<file path="config.mk">
export PLATFORM = sky130hd
export DESIGN_NAME = cgra_obi_master_bridge_flat
export DESIGN_NICKNAME = d
export VERILOG_FILES = /design/src/rtl/cgra_pkg.sv /design/src/rtl/cgra_obi_master_bridge_if.sv /design/src/rtl/cgra_obi_chan.sv /design/src/rtl/cgra_obi_master_bridge.sv /design/src/flat_wrapper.sv
export SDC_FILE = /design/constraint.sdc
export NUM_CORES = 1
export LEC_CHECK = 0
export BUFFER_PORTS_ARGS = -buffer_cell sky130_fd_sc_hd__buf_2
export CORE_AREA = 3 3 333 335
export CTS_BUF_LIST = sky130_fd_sc_hd__clkbuf_4 sky130_fd_sc_hd__clkbuf_8 sky130_fd_sc_hd__clkbuf_16
export DETAILED_ROUTE_END_ITERATION = 12
export DIE_AREA = 0 0 336 338
export GPL_ROUTABILITY_DRIVEN = 0
export SETUP_SLACK_MARGIN = 0.02
export SYNTH_ARGS = -nofsm -noshare
export SYNTH_HDL_FRONTEND = slang
export SYNTH_HIERARCHICAL = 1
export SYNTH_SLANG_ARGS = --single-unit
</file>
<file path="constraint.sdc">
create_clock -name clk_i -period 4 [get_ports clk_i]
set_input_delay 0.2 -clock clk_i [delete_from_list [all_inputs] [get_ports clk_i]]
set_output_delay 0.2 -clock clk_i [all_outputs]
set_load 0.02 [all_outputs]
</file>
<file path="src/rtl/cgra_pkg.sv">
// Shared definitions for the CGRA OBI master bridge.
//   - bridge_state_e : drain/stop FSM encoding (RUN, DRAIN, STOPPED)
//   - DEF_*          : default geometry (one channel per CGRA column)
//   - cnt_width()    : outstanding-counter width for a given credit limit
package cgra_pkg;

  localparam int DEF_N_COL     = 4;
  localparam int DEF_N_CH      = DEF_N_COL;
  localparam int DEF_ADDR_W    = 32;
  localparam int DEF_DATA_W    = 32;
  localparam int DEF_MAX_OUTST = 2;

  // Counter must hold 0..MAX_OUTST inclusive.
  function automatic int cnt_width(input int max_outst);
    return $clog2(max_outst + 1);
  endfunction

  localparam int DEF_CNT_W = cnt_width(DEF_MAX_OUTST);

  typedef enum logic [1:0] {
    RUN     = 2'd0,
    DRAIN   = 2'd1,
    STOPPED = 2'd2
  } bridge_state_e;

endpackage

</file>
<file path="src/rtl/cgra_obi_master_bridge_if.sv">
// Signal bundle between the CGRA column master ports and the OBI bus.
// Core side is TCDM style (active-low write enable), bus side is OBI.
// Handshake: an address phase completes in a cycle where req and gnt are
// both high; once req is raised it stays raised with stable address-phase
// signals until gnt. A response is a single-cycle rvalid pulse carrying
// rdata, with no back-pressure.
// Modports:
//   master - the bridge view (consumes core_*, drives bus_* requests)
//   slave  - the environment view (core master and OBI slave together)
interface cgra_obi_master_bridge_if #(
  parameter int N_CH   = 4,
  parameter int ADDR_W = 32,
  parameter int DATA_W = 32
);
  localparam int BE_W = DATA_W / 8;

  logic [N_CH-1:0]        core_req;
  logic [N_CH*ADDR_W-1:0] core_add;
  logic [N_CH-1:0]        core_wen;
  logic [N_CH*BE_W-1:0]   core_be;
  logic [N_CH*DATA_W-1:0] core_wdata;
  logic [N_CH-1:0]        core_gnt;
  logic [N_CH*DATA_W-1:0] core_rdata;
  logic [N_CH-1:0]        core_rvalid;

  logic [N_CH-1:0]        bus_req;
  logic [N_CH*ADDR_W-1:0] bus_addr;
  logic [N_CH-1:0]        bus_we;
  logic [N_CH*BE_W-1:0]   bus_be;
  logic [N_CH*DATA_W-1:0] bus_wdata;
  logic [N_CH-1:0]        bus_gnt;
  logic [N_CH*DATA_W-1:0] bus_rdata;
  logic [N_CH-1:0]        bus_rvalid;

  modport master (
    input  core_req, core_add, core_wen, core_be, core_wdata,
    output core_gnt, core_rdata, core_rvalid,
    output bus_req, bus_addr, bus_we, bus_be, bus_wdata,
    input  bus_gnt, bus_rdata, bus_rvalid
  );

  modport slave (
    output core_req, core_add, core_wen, core_be, core_wdata,
    input  core_gnt, core_rdata, core_rvalid,
    input  bus_req, bus_addr, bus_we, bus_be, bus_wdata,
    output bus_gnt, bus_rdata, bus_rvalid
  );

endinterface

</file>
<file path="src/rtl/cgra_obi_chan.sv">
// One bridge channel: outstanding-transaction credit counter, OBI
// address-phase hold flag, sticky unexpected-response error and the
// optional response register.
// Optional build macro: CGRA_OBI_RSP_REG_EN registers the response path
// (one cycle of latency); otherwise the response passes straight through.
// Ports:
//   clk, rst_n            clock, async active-low reset
//   run                   bridge FSM is in RUN (new issues allowed)
//   core_req              core request for this channel
//   bus_gnt, bus_rvalid   OBI grant / response valid
//   bus_rdata             OBI response data
//   bus_req               OBI request to the bus
//   rsp_valid, rsp_data   response towards the core
//   cnt                   granted-but-unanswered transactions
//   err                   sticky: rvalid with nothing outstanding
//   idle                  nothing outstanding, held or buffered
module cgra_obi_chan
  import cgra_pkg::*;
#(
  parameter int DATA_W    = DEF_DATA_W,
  parameter int MAX_OUTST = DEF_MAX_OUTST,
  localparam int CNT_W    = cnt_width(MAX_OUTST)
) (
  input  logic              clk,
  input  logic              rst_n,
  input  logic              run,
  input  logic              core_req,
  input  logic              bus_gnt,
  input  logic              bus_rvalid,
  input  logic [DATA_W-1:0] bus_rdata,
  output logic              bus_req,
  output logic              rsp_valid,
  output logic [DATA_W-1:0] rsp_data,
  output logic [CNT_W-1:0]  cnt,
  output logic              err,
  output logic              idle
);

  localparam logic [CNT_W-1:0] MAX_CNT = CNT_W'(MAX_OUTST);
  localparam logic [CNT_W-1:0] ONE     = CNT_W'(1);

  logic pend;
  logic can_issue;
  logic hs;
  logic rsp_busy;

  assign can_issue = (cnt < MAX_CNT) & run;
  // A request left ungranted last cycle stays up regardless of credit or
  // drain state, so the OBI address phase is never withdrawn.
  assign bus_req   = core_req & (can_issue | pend);
  assign hs        = bus_req & bus_gnt;

  always_ff @(posedge clk or negedge rst_n) begin
    if (!rst_n) begin
      cnt  <= '0;
      pend <= 1'b0;
      err  <= 1'b0;
    end else begin
      pend <= bus_req & ~bus_gnt;
      if (hs && !bus_rvalid) begin
        if (cnt != MAX_CNT) cnt <= cnt + ONE;
      end else if (!hs && bus_rvalid) begin
        // Same-cycle handshake + rvalid is a zero-latency response and
        // leaves the count alone; only a lone rvalid at zero is an error.
        if (cnt == '0) err <= 1'b1;
        else           cnt <= cnt - ONE;
      end
    end
  end

`ifdef CGRA_OBI_RSP_REG_EN
  logic              rsp_valid_q;
  logic [DATA_W-1:0] rsp_data_q;

  always_ff @(posedge clk or negedge rst_n) begin
    if (!rst_n) begin
      rsp_valid_q <= 1'b0;
      rsp_data_q  <= '0;
    end else begin
      rsp_valid_q <= bus_rvalid;
      if (bus_rvalid) rsp_data_q <= bus_rdata;
    end
  end

  assign rsp_valid = rsp_valid_q;
  assign rsp_data  = rsp_data_q;
  assign rsp_busy  = rsp_valid_q;
`else
  assign rsp_valid = bus_rvalid;
  assign rsp_data  = bus_rdata;
  assign rsp_busy  = 1'b0;
`endif

  assign idle = (cnt == '0) & ~pend & ~rsp_busy;

endmodule

</file>
<file path="src/rtl/cgra_obi_master_bridge.sv">
// N-channel bridge from CGRA column TCDM-style master ports to OBI master
// ports, with per-channel outstanding-credit limiting, OBI request hold
// and a drain/stop handshake for gating the CGRA clock.
// Optional build macro: CGRA_OBI_RSP_REG_EN (registered response path,
// implemented inside cgra_obi_chan).
// Ports:
//   clk_i, rst_ni   clock, async active-low reset
//   bridge_if       core + OBI signal bundle (master modport)
//   stop_req_i      request to quiesce
//   stop_ack_o      registered; high only in STOPPED
//   err_o           per-channel sticky unexpected-response flag
//   state_o         current FSM state (debug)
//   dbg_cnt_o       per-channel outstanding counters (debug)
module cgra_obi_master_bridge
  import cgra_pkg::*;
#(
  parameter int N_CH      = DEF_N_CH,
  parameter int ADDR_W    = DEF_ADDR_W,
  parameter int DATA_W    = DEF_DATA_W,
  parameter int MAX_OUTST = DEF_MAX_OUTST,
  localparam int CNT_W    = cnt_width(MAX_OUTST)
) (
  input  logic                      clk_i,
  input  logic                      rst_ni,
  cgra_obi_master_bridge_if.master  bridge_if,
  input  logic                      stop_req_i,
  output logic                      stop_ack_o,
  output logic [N_CH-1:0]           err_o,
  output bridge_state_e             state_o,
  output logic [N_CH*CNT_W-1:0]     dbg_cnt_o
);

  bridge_state_e          state;
  logic                   run;
  logic                   all_idle;
  logic [N_CH-1:0]        bus_req_w;
  logic [N_CH-1:0]        rsp_valid_w;
  logic [N_CH*DATA_W-1:0] rsp_data_w;
  logic [N_CH*CNT_W-1:0]  cnt_w;
  logic [N_CH-1:0]        err_w;
  logic [N_CH-1:0]        idle_w;
  logic [N_CH*ADDR_W-1:0] addr_w;

  assign run = (state == RUN);

  for (genvar g = 0; g < N_CH; g++) begin : g_ch
    cgra_obi_chan #(
      .DATA_W    (DATA_W),
      .MAX_OUTST (MAX_OUTST)
    ) u_chan (
      .clk        (clk_i),
      .rst_n      (rst_ni),
      .run        (run),
      .core_req   (bridge_if.core_req[g]),
      .bus_gnt    (bridge_if.bus_gnt[g]),
      .bus_rvalid (bridge_if.bus_rvalid[g]),
      .bus_rdata  (bridge_if.bus_rdata[g*DATA_W +: DATA_W]),
      .bus_req    (bus_req_w[g]),
      .rsp_valid  (rsp_valid_w[g]),
      .rsp_data   (rsp_data_w[g*DATA_W +: DATA_W]),
      .cnt        (cnt_w[g*CNT_W +: CNT_W]),
      .err        (err_w[g]),
      .idle       (idle_w[g])
    );
  end

  // Address-phase fields are plain copies; only req is gated.
  assign addr_w              = bridge_if.core_add;
  assign bridge_if.bus_addr  = addr_w;
  assign bridge_if.bus_we    = ~bridge_if.core_wen;
  assign bridge_if.bus_be    = bridge_if.core_be;
  assign bridge_if.bus_wdata = bridge_if.core_wdata;
  assign bridge_if.bus_req   = bus_req_w;

  assign bridge_if.core_gnt    = bus_req_w & bridge_if.bus_gnt;
  assign bridge_if.core_rvalid = rsp_valid_w;
  assign bridge_if.core_rdata  = rsp_data_w;

  assign err_o     = err_w;
  assign dbg_cnt_o = cnt_w;
  assign state_o   = state;
  assign all_idle  = &idle_w;

  // stop_ack_o is registered alongside the state so it is exactly
  // "state == STOPPED" without a combinational path to the clock gate.
  always_ff @(posedge clk_i or negedge rst_ni) begin
    if (!rst_ni) begin
      state      <= RUN;
      stop_ack_o <= 1'b0;
    end else begin
      case (state)
        RUN: begin
          if (stop_req_i) state <= DRAIN;
        end
        DRAIN: begin
          if (!stop_req_i) begin
            state <= RUN;
          end else if (all_idle) begin
            state      <= STOPPED;
            stop_ack_o <= 1'b1;
          end
        end
        STOPPED: begin
          if (!stop_req_i) begin
            state      <= RUN;
            stop_ack_o <= 1'b0;
          end
        end
        default: begin
          state      <= RUN;
          stop_ack_o <= 1'b0;
        end
      endcase
    end
  end

endmodule

</file>
<file path="src/flat_wrapper.sv">
// flat-port wrapper written by rule: the top's interface ports become plain ports
module cgra_obi_master_bridge_flat import cgra_pkg::*;
#(
  parameter int N_CH      = DEF_N_CH,
  parameter int ADDR_W    = DEF_ADDR_W,
  parameter int DATA_W    = DEF_DATA_W,
  parameter int MAX_OUTST = DEF_MAX_OUTST,
  localparam int CNT_W    = cnt_width(MAX_OUTST)
)
  (clk_i, rst_ni, stop_req_i, stop_ack_o, err_o, state_o, dbg_cnt_o, bridge_if_core_req, bridge_if_core_add, bridge_if_core_wen, bridge_if_core_be, bridge_if_core_wdata, bridge_if_core_gnt, bridge_if_core_rdata, bridge_if_core_rvalid, bridge_if_bus_req, bridge_if_bus_addr, bridge_if_bus_we, bridge_if_bus_be, bridge_if_bus_wdata, bridge_if_bus_gnt, bridge_if_bus_rdata, bridge_if_bus_rvalid);
  cgra_obi_master_bridge_if #(.N_CH(N_CH), .ADDR_W(ADDR_W), .DATA_W(DATA_W)) bridge_if_i ();
  input  logic clk_i;
  input  logic rst_ni;
  input  logic stop_req_i;
  output logic stop_ack_o;
  output logic [N_CH-1:0] err_o;
  output bridge_state_e state_o;
  output logic [N_CH*CNT_W-1:0] dbg_cnt_o;
  input wire logic [$bits(bridge_if_i.core_req)-1:0] bridge_if_core_req;
  input wire logic [$bits(bridge_if_i.core_add)-1:0] bridge_if_core_add;
  input wire logic [$bits(bridge_if_i.core_wen)-1:0] bridge_if_core_wen;
  input wire logic [$bits(bridge_if_i.core_be)-1:0] bridge_if_core_be;
  input wire logic [$bits(bridge_if_i.core_wdata)-1:0] bridge_if_core_wdata;
  output wire logic [$bits(bridge_if_i.core_gnt)-1:0] bridge_if_core_gnt;
  output wire logic [$bits(bridge_if_i.core_rdata)-1:0] bridge_if_core_rdata;
  output wire logic [$bits(bridge_if_i.core_rvalid)-1:0] bridge_if_core_rvalid;
  output wire logic [$bits(bridge_if_i.bus_req)-1:0] bridge_if_bus_req;
  output wire logic [$bits(bridge_if_i.bus_addr)-1:0] bridge_if_bus_addr;
  output wire logic [$bits(bridge_if_i.bus_we)-1:0] bridge_if_bus_we;
  output wire logic [$bits(bridge_if_i.bus_be)-1:0] bridge_if_bus_be;
  output wire logic [$bits(bridge_if_i.bus_wdata)-1:0] bridge_if_bus_wdata;
  input wire logic [$bits(bridge_if_i.bus_gnt)-1:0] bridge_if_bus_gnt;
  input wire logic [$bits(bridge_if_i.bus_rdata)-1:0] bridge_if_bus_rdata;
  input wire logic [$bits(bridge_if_i.bus_rvalid)-1:0] bridge_if_bus_rvalid;
  assign bridge_if_i.core_req = bridge_if_core_req;
  assign bridge_if_i.core_add = bridge_if_core_add;
  assign bridge_if_i.core_wen = bridge_if_core_wen;
  assign bridge_if_i.core_be = bridge_if_core_be;
  assign bridge_if_i.core_wdata = bridge_if_core_wdata;
  assign bridge_if_core_gnt = bridge_if_i.core_gnt;
  assign bridge_if_core_rdata = bridge_if_i.core_rdata;
  assign bridge_if_core_rvalid = bridge_if_i.core_rvalid;
  assign bridge_if_bus_req = bridge_if_i.bus_req;
  assign bridge_if_bus_addr = bridge_if_i.bus_addr;
  assign bridge_if_bus_we = bridge_if_i.bus_we;
  assign bridge_if_bus_be = bridge_if_i.bus_be;
  assign bridge_if_bus_wdata = bridge_if_i.bus_wdata;
  assign bridge_if_i.bus_gnt = bridge_if_bus_gnt;
  assign bridge_if_i.bus_rdata = bridge_if_bus_rdata;
  assign bridge_if_i.bus_rvalid = bridge_if_bus_rvalid;
  cgra_obi_master_bridge #(.N_CH(N_CH), .ADDR_W(ADDR_W), .DATA_W(DATA_W), .MAX_OUTST(MAX_OUTST)) u_core (.clk_i(clk_i), .rst_ni(rst_ni), .bridge_if(bridge_if_i), .stop_req_i(stop_req_i), .stop_ack_o(stop_ack_o), .err_o(err_o), .state_o(state_o), .dbg_cnt_o(dbg_cnt_o));
endmodule
</file>
; After elaboration in Yosys (flattened, before gate mapping)
; Cells that the tools add are included.
[classes]
bitwise_logic = 39
addsub = 8
reduce_logical = 36
eq_ne = 19
mux = 25
order_cmp = 4
[ops]
columns = operator, n
row1 = 2-bit 2-to-1 mux, 20
row2 = 3-bit AND reduction, 9
row3 = 2-bit != test (second input constant), 11
row4 = 1-bit AND, 20
row5 = 1-bit inverter, 13
row6 = 2-bit logical NOT, 5
row7 = 2-bit by 1-bit != test with 1-bit output (second input constant), 5
row8 = 2-bit by 1-bit adder with 2-bit output (second input constant), 4
row9 = 1-bit logical AND, 8
row10 = 1-bit logical NOT, 8
row11 = 2-bit < comparator (second input constant), 4
row12 = 4-bit AND reduction, 2
row13 = 2-bit nonzero test, 4
row14 = 2-bit by 1-bit subtractor with 2-bit output (second input constant), 4
row15 = 2-bit case mux with 3 select lines, 1
row16 = 4-bit AND, 1
row17 = 4-bit inverter, 1
row18 = 1-bit OR, 4
row19 = 1-bit 2-to-1 mux, 3
row20 = 3-bit by 2-bit != test with 1-bit output (second input constant), 1
row21 = 1-bit case mux with 3 select lines, 1
row22 = 2-bit by 1-bit == test with 1-bit output (second input constant), 1
row23 = 2-bit == test (second input constant), 1
[word_totals]
register_bits = 19
output_inout_bits = 431
elab_cells = 145
inputBits = 419

; Depth between registers and ports, before layout
; Gate-level depths: netlist (run 1).
[logic_depth]
depth_word = 9
ltp_mapped = 8
depth_no_buf = 8

; Modules after synthesis
; Netlist (run 1), hierarchy kept.
[by_module_without_submodules]
columns = module, seq_area_each_um2, area_per_inst_um2, cells_per_inst, instances
row1 = cgra_obi_master_bridge, 75.1, 2222.1, 293, 1
row2 = cgra_obi_chan, 100.1, 478.0, 57, 4

; Worst setup path before layout (run 1)
; OpenSTA, ideal clock, no wires.
[synth_timing]
kind = reg-to-reg
startpoint = reg u_core.state[1], in the netlist u_core/state_o[1]
endpoint = reg u_core.g_ch[0].u_chan.cnt[1]
n_path_buf = 0
t_arrival_ps = 1808
path_slack_ps = 2126
path_stages_with_launch = 9
setup_time_ps = 67
path_cell_list = dfrtp_1 nor2_1 nor2b_1 o21a_1 and2_1 ha_1 nor3b_1 o21ai_1 nand2_1
[synth_between]
elab_chain_len = 9
[synth_lines]
columns = element, line
row1 = from (decl), cgra_obi_master_bridge.sv:33  ; bridge_state_e state;
row2 = from (signal assigned), cgra_obi_master_bridge.sv:88  ; state <= RUN;
row3 = from (signal assigned), cgra_obi_master_bridge.sv:93  ; if (stop_req_i) state <= DRAIN;
row4 = from (signal assigned), cgra_obi_master_bridge.sv:97  ; state <= RUN;
row5 = 2-bit logical NOT *, cgra_obi_master_bridge.sv:44  ; assign run = (state == RUN);
row6 = named net u_core.run, cgra_obi_master_bridge.sv:34  ; logic run;
row7 = 1-bit AND *, cgra_obi_chan.sv:47  ; assign can_issue = (cnt < MAX_CNT) & run;
row8 = 1-bit OR *, cgra_obi_chan.sv:50  ; assign bus_req = core_req & (can_issue | pend);
row9 = 1-bit AND *, cgra_obi_chan.sv:50
row10 = named net bridge_if_bus_req[0], flat_wrapper.sv:27  ; output wire logic [$bits(bridge_if_i.bus_req)-1:0] bridge_if_bus_req;
row11 = 1-bit AND *, cgra_obi_chan.sv:51  ; assign hs = bus_req & bus_gnt;
row12 = 1-bit logical NOT, cgra_obi_chan.sv:62  ; end else if (!hs && bus_rvalid) begin
row13 = 1-bit logical AND, cgra_obi_chan.sv:62
row14 = 2-bit nonzero test (no line), --
row15 = 3-bit AND reduction (no line), --
row16 = to (signal assigned), cgra_obi_chan.sv:61  ; if (cnt != MAX_CNT) cnt <= cnt + ONE;
row17 = to (signal assigned), cgra_obi_chan.sv:66  ; else cnt <= cnt - ONE;
row18 = to (decl), cgra_obi_chan.sv:34  ; output logic [CNT_W-1:0] cnt,
; Mark *: on every way through the listed nets, which the timed path passes. The rest lies on a longest branch.
; A chain may end at the register's enable or synchronous reset.

; Final worst setup path (run 1)
[layout_timing]
startpoint = reg u_core.state[1], in the netlist u_core/state_o[1]
endpoint = reg u_core.g_ch[2].u_chan.cnt[1]
[layout_between]
elab_chain_len = 9
[layout_lines]
columns = element, line
row1 = 2-bit logical NOT *, cgra_obi_master_bridge.sv:44
row2 = named net u_core.run, cgra_obi_master_bridge.sv:34
row3 = 1-bit AND *, cgra_obi_chan.sv:47
row4 = 1-bit OR *, cgra_obi_chan.sv:50
row5 = 1-bit AND *, cgra_obi_chan.sv:50
row6 = 1-bit AND *, cgra_obi_chan.sv:51
row7 = 1-bit logical NOT, cgra_obi_chan.sv:62
row8 = 1-bit logical AND, cgra_obi_chan.sv:62
row9 = 2-bit nonzero test (no line), --
row10 = 3-bit AND reduction (no line), --
row11 = to (signal assigned), cgra_obi_chan.sv:61
row12 = to (signal assigned), cgra_obi_chan.sv:66
row13 = to (decl), cgra_obi_chan.sv:34
; Marks and branches as above.

==> results.md, run 1 <==
- Final instance area: 3210 µm²
- Hold Violations, Final: 0
- Synth warnings: 6
- Antenna viol nets, final: 0
- Area grow syn2layout: -22.3%
- Max rail drop VDD: 0.104 mV
- Worst Tran Pin Value: 0.526 ns
- Final worst-path cycle share: 51.3%
- # DRC: 0
- Max stage delay on crit path: 0.45 ns
- Slew headroom: 65.0%
- Cell with the most instances after synthesis: buf_4
- Ys async rst share: 100%
- Setup repair bufs after CTS: 0
- PortBufs: 49
- Synth Area per Inst: 7.93 µm²
- Top cell type's share of synthesized area: 73.4%
- Number of flops mapped to enable cells by yosys: 0
- Root Buffer Master: clkbuf_16
- Clock skew after layout: 0.00149 ns
- Worst-Skew Late Latency: 0.27 ns
- Total GRT Usage: 8.63%
- Largest net degree at the start of global routing: 20
- Die Height: 338 µm
- Vias in the first global route: 1763
- Total Nets Final: 599
- Critical path class: flop to flop
- Clk buf depth: 2
- Drt initial violations: 61
- Max_cap viols: 0
- Slew Viols, Final: 0
- Sequential share of the synthesized area: 11.5%
- Cell Chain, Critical Path: nor2_1 -> nor2b_1 -> o21a_1 -> and2_1 -> ha_1 -> nor3b_1 -> o21ai_1 -> nand2_1
- First-pass detailed-route iteration total: 4
- Ratio of cells with drive above 1 in the final layout: 31.6%
- Initial antenna violation count: 10
- Post-Syn Nets: 948
- CP Capture Type: flop
- Max frequency: 487 MHz
- Clock power frac: 31.5%
- Comb pwr share: 35.3%
- Setup TNS: 0 ns
- Hold Crit Class: primary input to flop
- Post-synthesis cell count: 521
- CP top delay family: simple AND/OR/NAND/NOR gates
- Die footprint: 114000 µm²
- Internal power: 437 µW
- Switch share: 39.4%
- Clk sink count: 19
- Fin Hold WS: 0.112 ns
- Required @ worst endpoint: 4.21 ns
- First-pass GRT wire length: 54800 µm
- Htree depth: 1
- CTS tree: built
- Via count: 1740
- Maximum fanout along the worst path: 6
- Cell accounting for the most synthesized area: buf_4
- Vias per cell: 1.10
- Synth Flop Type: dfrtp_1
- Total gr overflow: 0
- Outcome: complete, no violations
- WL/cell: 32.8 µm
- Buffers and inverters on the worst path: 0
- Sw Pwr: 284 µW
- P per Cell Area: 224 nW/µm²
- Die Wd: 336 µm
- Core area: 108000 µm²
- Cell Rows: 121
- Final setup viols: 0
- Post-Synthesis Cell Area: 4130 µm²
- Clock Pin Slew Worst Setup and Hold Paths: 0.06 ns
- CTS Hold Bufs: 1
- Top area cells in the synthesized netlist: buf_4 (73%), dfrtp_1 (12%), nor2b_1 (2.7%)
- RSZ-0062 raised after global routing: false
- Sequential power share: 33.1%
- Post-Route WL: 52100 µm
- Filler cell count in the final layout: 13000
- Placed Area: 3120 µm²
- Hpwl dp: 50400 µm
- Setup crit start kind: flop
- Synth unique cells: 19
- CP max-delay cell: dfrtp_1
- Commonest cells in the synthesized netlist: buf_4 (404), dfrtp_1 (19), nor2b_1 (18), nand2_1 (9)
- Final worst path period need: 2.05 ns
- CTS buffer count: 3
- Critical Path AT: 2.26 ns
- Leakage: 0.000809 µW
- Yosys reg bits: 19
- Initial Util: 3.81%
- I/O pin count: 850
- Post-CTS resize count: 0
## registers in the layout, indices dropped and copies added, names as in the netlist
signal                   cells
u_core/state_o               2
u_core/g_ch.u_chan/err       4
u_core/g_ch.u_chan/pend      4
u_core/stop_ack_o            1
u_core/g_ch.u_chan/cnt       8
## cells in the final DEF, fill, tap and decap left out, drive strengths merged
cell         count
o21ai            8
clkbuf           3
a21o             8
nor2b           18
a221o            1
dfrtp           19
clkinv           1
nand2            9
nor3             9
nor2             6
nor3b            5
and2             8
xnor2            4
o21a             4
ha               8
buf             49
inv              8
diode            3
nand3            1
a22o             1
dlygate4sd3      1
## power groups by stage
stage | sequential [µW] | combinational, µW | clock, µW
floorplan | 257 | 711 | 0
finish | 239 | 255 | 227
detailed placement | 243 | 267 | 0
global route | 243 | 285 | 246
global placement | 240 | 266 | 0
CTS | 239 | 270 | 242
## cell type report
type	count	area, µm²	share of cell area (%)
Tap cell	1414	1770	55.1
Antenna cell	3	7.51	0.234
Clock inverter	1	5.00	0.156
Sequential cell	19	475	14.8
Inverter	8	30.0	0.935
Timing Repair Buffer	50	255	7.94
Multi-Input combinational cell	90	596	18.5
Clock buffer	3	75.1	2.34
## kinds of logic (layout without fill, tap and decap cells)
family                     Yosys count  count (layout)  synth area share, %
buffers and inverters              412              62                 74.1
and+or+nand+nor                     56              56                 7.54
DFF                                 19              19                 11.5
adders and majority gates            8               8                 2.42
other                                0               3                    0
xor gates and xnor gates             4               4                0.847
AOI/OAI and AO/OA                   22              22                 3.60
## per-stage QoR
stage | util (%) | setup WS (ns) | cells | total power, µW
after floorplan | - | 2.13 | 521 | 968
after global placement | 2.87 | 1.96 | 1580 | 507
after detailed placement | 2.87 | 1.88 | 1580 | 510
after CTS | 2.96 | 1.83 | 1585 | 750
after global routing | 2.96 | 1.74 | 1585 | 774
final | 2.96 | 1.95 | 1588 | 720
## routing by layer
layer	global-route usage (%)	wire (µm)	part of all wire, %
met5	0	26	0.050
met4	2.98	1880	3.6
met3	18.1	23400	45
met2	13.5	22900	44
met1	1.84	3970	7.6
## path summary, 6_finish.rpt
| kind | start | endpoint | slack, ns | cells past startpoint |
|---|---|---|---|---|
| max in group asynchronous | rst_ni | u_core/g_ch[2].u_chan/cnt[1]$_DFFE_PN0P_ | 3.17 | 2 |
| min reg2reg | u_core/g_ch[2].u_chan/err$_DFFE_PN0P_ | u_core/g_ch[2].u_chan/err$_DFFE_PN0P_ | 0.45 | 1 |
| min in group asynchronous | rst_ni | u_core/g_ch[1].u_chan/cnt[0]$_DFFE_PN0P_ | 0.46 | 2 |
| max | u_core/state_o[1]$_DFFE_PN0P_ | u_core/g_ch[2].u_chan/cnt[1]$_DFFE_PN0P_ | 1.95 | 8 |
| min | bridge_if_bus_gnt[2] | u_core/g_ch[2].u_chan/pend$_DFF_PN0_ | 0.11 | 2 |
| max reg2reg | u_core/state_o[1]$_DFFE_PN0P_ | u_core/g_ch[2].u_chan/cnt[1]$_DFFE_PN0P_ | 1.95 | 8 |
No activity file was read; power rests on OpenSTA's default activity.
==> inputs of run 2 (changes only) <==
--- a/config.mk
+++ b/config.mk
@@ -6,10 +6,10 @@
 export NUM_CORES = 1
 export LEC_CHECK = 0
 export BUFFER_PORTS_ARGS = -buffer_cell sky130_fd_sc_hd__buf_2
-export CORE_AREA = 3 3 333 335
+export CORE_AREA = 3 3 326 328
 export CTS_BUF_LIST = sky130_fd_sc_hd__clkbuf_4 sky130_fd_sc_hd__clkbuf_8 sky130_fd_sc_hd__clkbuf_16
 export DETAILED_ROUTE_END_ITERATION = 12
-export DIE_AREA = 0 0 336 338
+export DIE_AREA = 0 0 329 331
 export GPL_ROUTABILITY_DRIVEN = 0
 export SETUP_SLACK_MARGIN = 0.02
 export SYNTH_ARGS = -nofsm -noshare
==> constraint.sdc (replaced) <==
create_clock -name clk_i -period 2.05 [get_ports clk_i]
set_input_delay 0.1025 -clock clk_i [delete_from_list [all_inputs] [get_ports clk_i]]
set_output_delay 0.1025 -clock clk_i [all_outputs]
set_load 0.02 [all_outputs]
==> run 2 against run 1 <==
Net effect:
- combinational power rose by 110%
- highest routed layer unchanged
- critical path depth is the same
- final area down 0.31%
- clock-buffer cell count stayed put
- setup slack got worse by 1.7 ns
- total power up 98%
- core utilization up 0.13 points
- sequential power rose by 94%
- sequential cell count did not move
- largest power group unchanged
==> results.md, run 2 (synthesis gave the netlist of run 1 again) <==
- Final worst path period need: 1.81 ns (was 2.05 ns)
- GR met3 Demand/Resource: 16.1% (was 18.1%)
- Filler cell count in the final layout: 12300 (was 13000)
- Die footprint: 109000 µm² (was 114000 µm²)
- Total gr overflow: 0 (unchanged)
- Die Height: 331 µm (was 338 µm)
- Vias per cell: 1.13 (was 1.10)
- Worst-Skew Late Latency: 0.26 ns (was 0.27 ns)
- # DRC: 0 (unchanged)
- I/O pin count: 850 (unchanged)
- PortBufs: 49 (unchanged)
- Critical path class: flop to flop (unchanged)
- Number of flip-flops in the largest register: 8 (unchanged)
- Area grow syn2layout: -22.5% (was -22.3%)
- First-pass GRT wire length: 50300 µm (was 54800 µm)
- Vias in the first global route: 1876 (was 1763)
- Die Wd: 329 µm (was 336 µm)
- Max frequency: 554 MHz (was 487 MHz)
- Setup repair bufs after CTS: 0 (unchanged)
- Buffers and inverters on the worst path: 0 (unchanged)
- Ratio of cells with drive above 1 in the final layout: 33.7% (was 31.6%)
- Via count: 1758 (was 1740)
- Setup crit start kind: flop (unchanged)
- Worst setup path end: u_core/g_ch[1].u_chan/cnt[0]$_DFFE_PN0P_ (was u_core/g_ch[2].u_chan/cnt[1]$_DFFE_PN0P_)
- Reg with most FFs: u_core/g_ch.u_chan/cnt (unchanged)
- Initial Util: 3.99% (was 3.81%)
- Multi-input logic area: 598 µm² (was 596 µm²)
- Clk buf depth: 2 (unchanged)
- Clock Pin Slew Worst Setup and Hold Paths: 0.06 ns (about the same)
- Antenna viol nets, final: 0 (unchanged)
- WL/cell: 30.7 µm (was 32.8 µm)
- CTS tree: built (unchanged)
- CP max-delay cell: dfrtp_1 (unchanged)
- Maximum fanout along the worst path: 5 (was 6)
- Reg-to-Reg End: u_core/g_ch[1].u_chan/cnt[0]$_DFFE_PN0P_ (was u_core/g_ch[2].u_chan/cnt[1]$_DFFE_PN0P_)
- FF-to-FF setup slack: 0.24 ns (was 1.95 ns)
- Worst Tran Pin Value: 0.463 ns (was 0.526 ns)
- Worst setup startpoint: u_core/state_o[0]$_DFFE_PN0P_ (was u_core/state_o[1]$_DFFE_PN0P_)
- Met2 usage: 12.6% (was 13.5%)
- Largest net degree at the start of global routing: 20 (unchanged)
- Final instance area: 3200 µm² (was 3210 µm²)
- Root Buffer Master: clkbuf_16 (unchanged)
- Drt initial violations: 64 (was 61)
- Hold Crit Class: primary input to flop (unchanged)
- Slew Viols, Final: 0 (unchanged)
- Final worst-path cycle share: 88.1% (was 51.3%)
- Clock skew after layout: 0.00705 ns (was 0.00149 ns)
- Max stage delay on crit path: 0.42 ns (was 0.45 ns)
- Core area: 103000 µm² (was 108000 µm²)
- CTS buffer count: 3 (unchanged)
- Max_cap viols: 0 (unchanged)
- Setup TNS: 0 ns (unchanged)
- Total Nets Final: 603 (was 599)
- Max rail drop VDD: 0.163 mV (was 0.104 mV)
- Commonest cells after routing, fill and taps aside: buf_2 (49), dfrtp_1 (19), nor2b_1 (18), nand2_1 (9) (unchanged)
- P per Cell Area: 444 nW/µm² (was 224 nW/µm²)
- Commonest non-fill, non-tap cell in the layout: buf_2 (unchanged)
- Busiest metal layer after global routing: met3 (unchanged)
- Critical Path AT: 1.96 ns (was 2.26 ns)
- Met1 GRT Util: 2.19% (was 1.84%)
- Final setup viols: 0 (unchanged)
- Initial antenna violation count: 11 (was 10)
- WP depth: 8 (unchanged)
- Outcome: complete, no violations (unchanged)
- Largest registers: u_core/g_ch.u_chan/cnt: 8 flops, u_core/g_ch.u_chan/err: 4 flops, u_core/g_ch.u_chan/pend: 4 flops (unchanged)
- RR Startpoint: u_core/state_o[0]$_DFFE_PN0P_ (was u_core/state_o[1]$_DFFE_PN0P_)
- Total GRT Usage: 8.15% (was 8.63%)
- Required @ worst endpoint: 2.20 ns (was 4.21 ns)
- Post-Route WL: 47700 µm (was 52100 µm)
- Htree depth: 1 (unchanged)
- CP top delay family: simple AND/OR/NAND/NOR gates (unchanged)
- Cell count of the worst reg-to-reg path: 8 (unchanged)
- Hpwl dp: 45800 µm (was 50400 µm)
- CP Capture Type: flop (unchanged)
- Sequential cell area: 475 µm² (unchanged)
- Cell Chain, Critical Path: nor2_2 -> nor2b_1 -> o21a_1 -> and2_1 -> ha_1 -> xnor2_1 -> nor3_1 -> a21o_1 (was nor2_1 -> nor2b_1 -> o21a_1 -> and2_1 -> ha_1 -> nor3b_1 -> o21ai_1 -> nand2_1)
- Leakage: 0.000826 µW (was 0.000809 µW)
- First-pass detailed-route iteration total: 6 (was 4)
- Placed Area: 3100 µm² (was 3120 µm²)
- RSZ-0062 raised after global routing: false (unchanged)
- Cell Rows: 118 (was 121)
- Slew headroom: 69.1% (was 65.0%)
- Hold Violations, Final: 0 (unchanged)
- Clk sink count: 19 (unchanged)
-- run 2: cell count changes in the layout (fill, tap and decap cells not counted) --
| cell | change |
|---|---|
| buf_4 | +4 |
| clkinv_2 | -1 |
| clkinvlp_4 | +1 |
| nor2_2 | +1 |
| nor2_1 | -1 |
| diode_2 | -1 |
-- run 2: worst min-delay path by stage --
stage                                                     endpoint            startpoint  slack (ns)  cells past startpoint
after CTS                     u_core/g_ch[1].u_chan/pend$_DFF_PN0_  bridge_if_bus_gnt[1]        0.04                      2
after detailed placement     u_core/g_ch[0].u_chan/err$_DFFE_PN0P_                rst_ni        0.08                      1
after floorplan           u_core/g_ch[0].u_chan/cnt[0]$_DFFE_PN0P_                rst_ni       -0.19                      0
after global routing          u_core/g_ch[1].u_chan/pend$_DFF_PN0_  bridge_if_bus_gnt[1]        0.05                      2
after global placement       u_core/g_ch[0].u_chan/err$_DFFE_PN0P_                rst_ni        0.08                      1
final                         u_core/g_ch[1].u_chan/pend$_DFF_PN0_  bridge_if_bus_gnt[1]        0.04                      2
-- run 2: repair_timing --
| action | in CTS | in global routing |
|---|---|---|
| hold buffers | 1 | 0 |
| endpoints found under the hold margin | 19 | 0 |
| setup endpoints to repair | 0 | 2 |
| gates resized for setup | 0 | 1 |
-- run 2: power breakdown --
part	total (µW)	internal, µW	switching, µW	leakage (µW)
logic	537	196	341	0.000554
clock network	422	264	158	0.0000371
registers	464	416	47.9	0.000234
total	1420	876	547	0.000826
-- run 2: layout make-up --
type	instances	area share, %
tap	1380	53.9
multi-input combinational	90	18.7
sequential	19	14.8
timing repair buffer	54	8.91
clock buffer	3	2.34
inverter	8	0.938
clock inverter	1	0.234
antenna	2	0.156
-- run 2: layer usage --
metal / up-vias / part of all wire [%]
met1: 643 / 9.6
met2: 418 / 43
met5: - / 0.080
met4: 6 / 4.9
li1: 512 / -
met3: 179 / 42
-- run 2: per-stage QoR --
step                      worst slack [ns]  util [%]  hold WS, ns  instances  total power (µW)
after floorplan                      0.176         -       -0.193        521              1890
after detailed placement             0.199      3.00       0.0784       1550              1020
after global placement               0.241      3.00       0.0786       1550              1010
after CTS                            0.169      3.09       0.0415       1555              1450
after global routing                0.0607      3.09       0.0529       1555              1500
final                                0.244      3.09       0.0439       1557              1420
-- run 2: worst reg2reg max path, stage by stage, from the launching register on --
cell and delay [ns]:
dfrtp_1 0.42, nor2_2 0.20, nor2b_1 0.16, o21a_1 0.18, and2_1 0.15, ha_1 0.21
xnor2_1 0.14, nor3_1 0.08, a21o_1 0.16
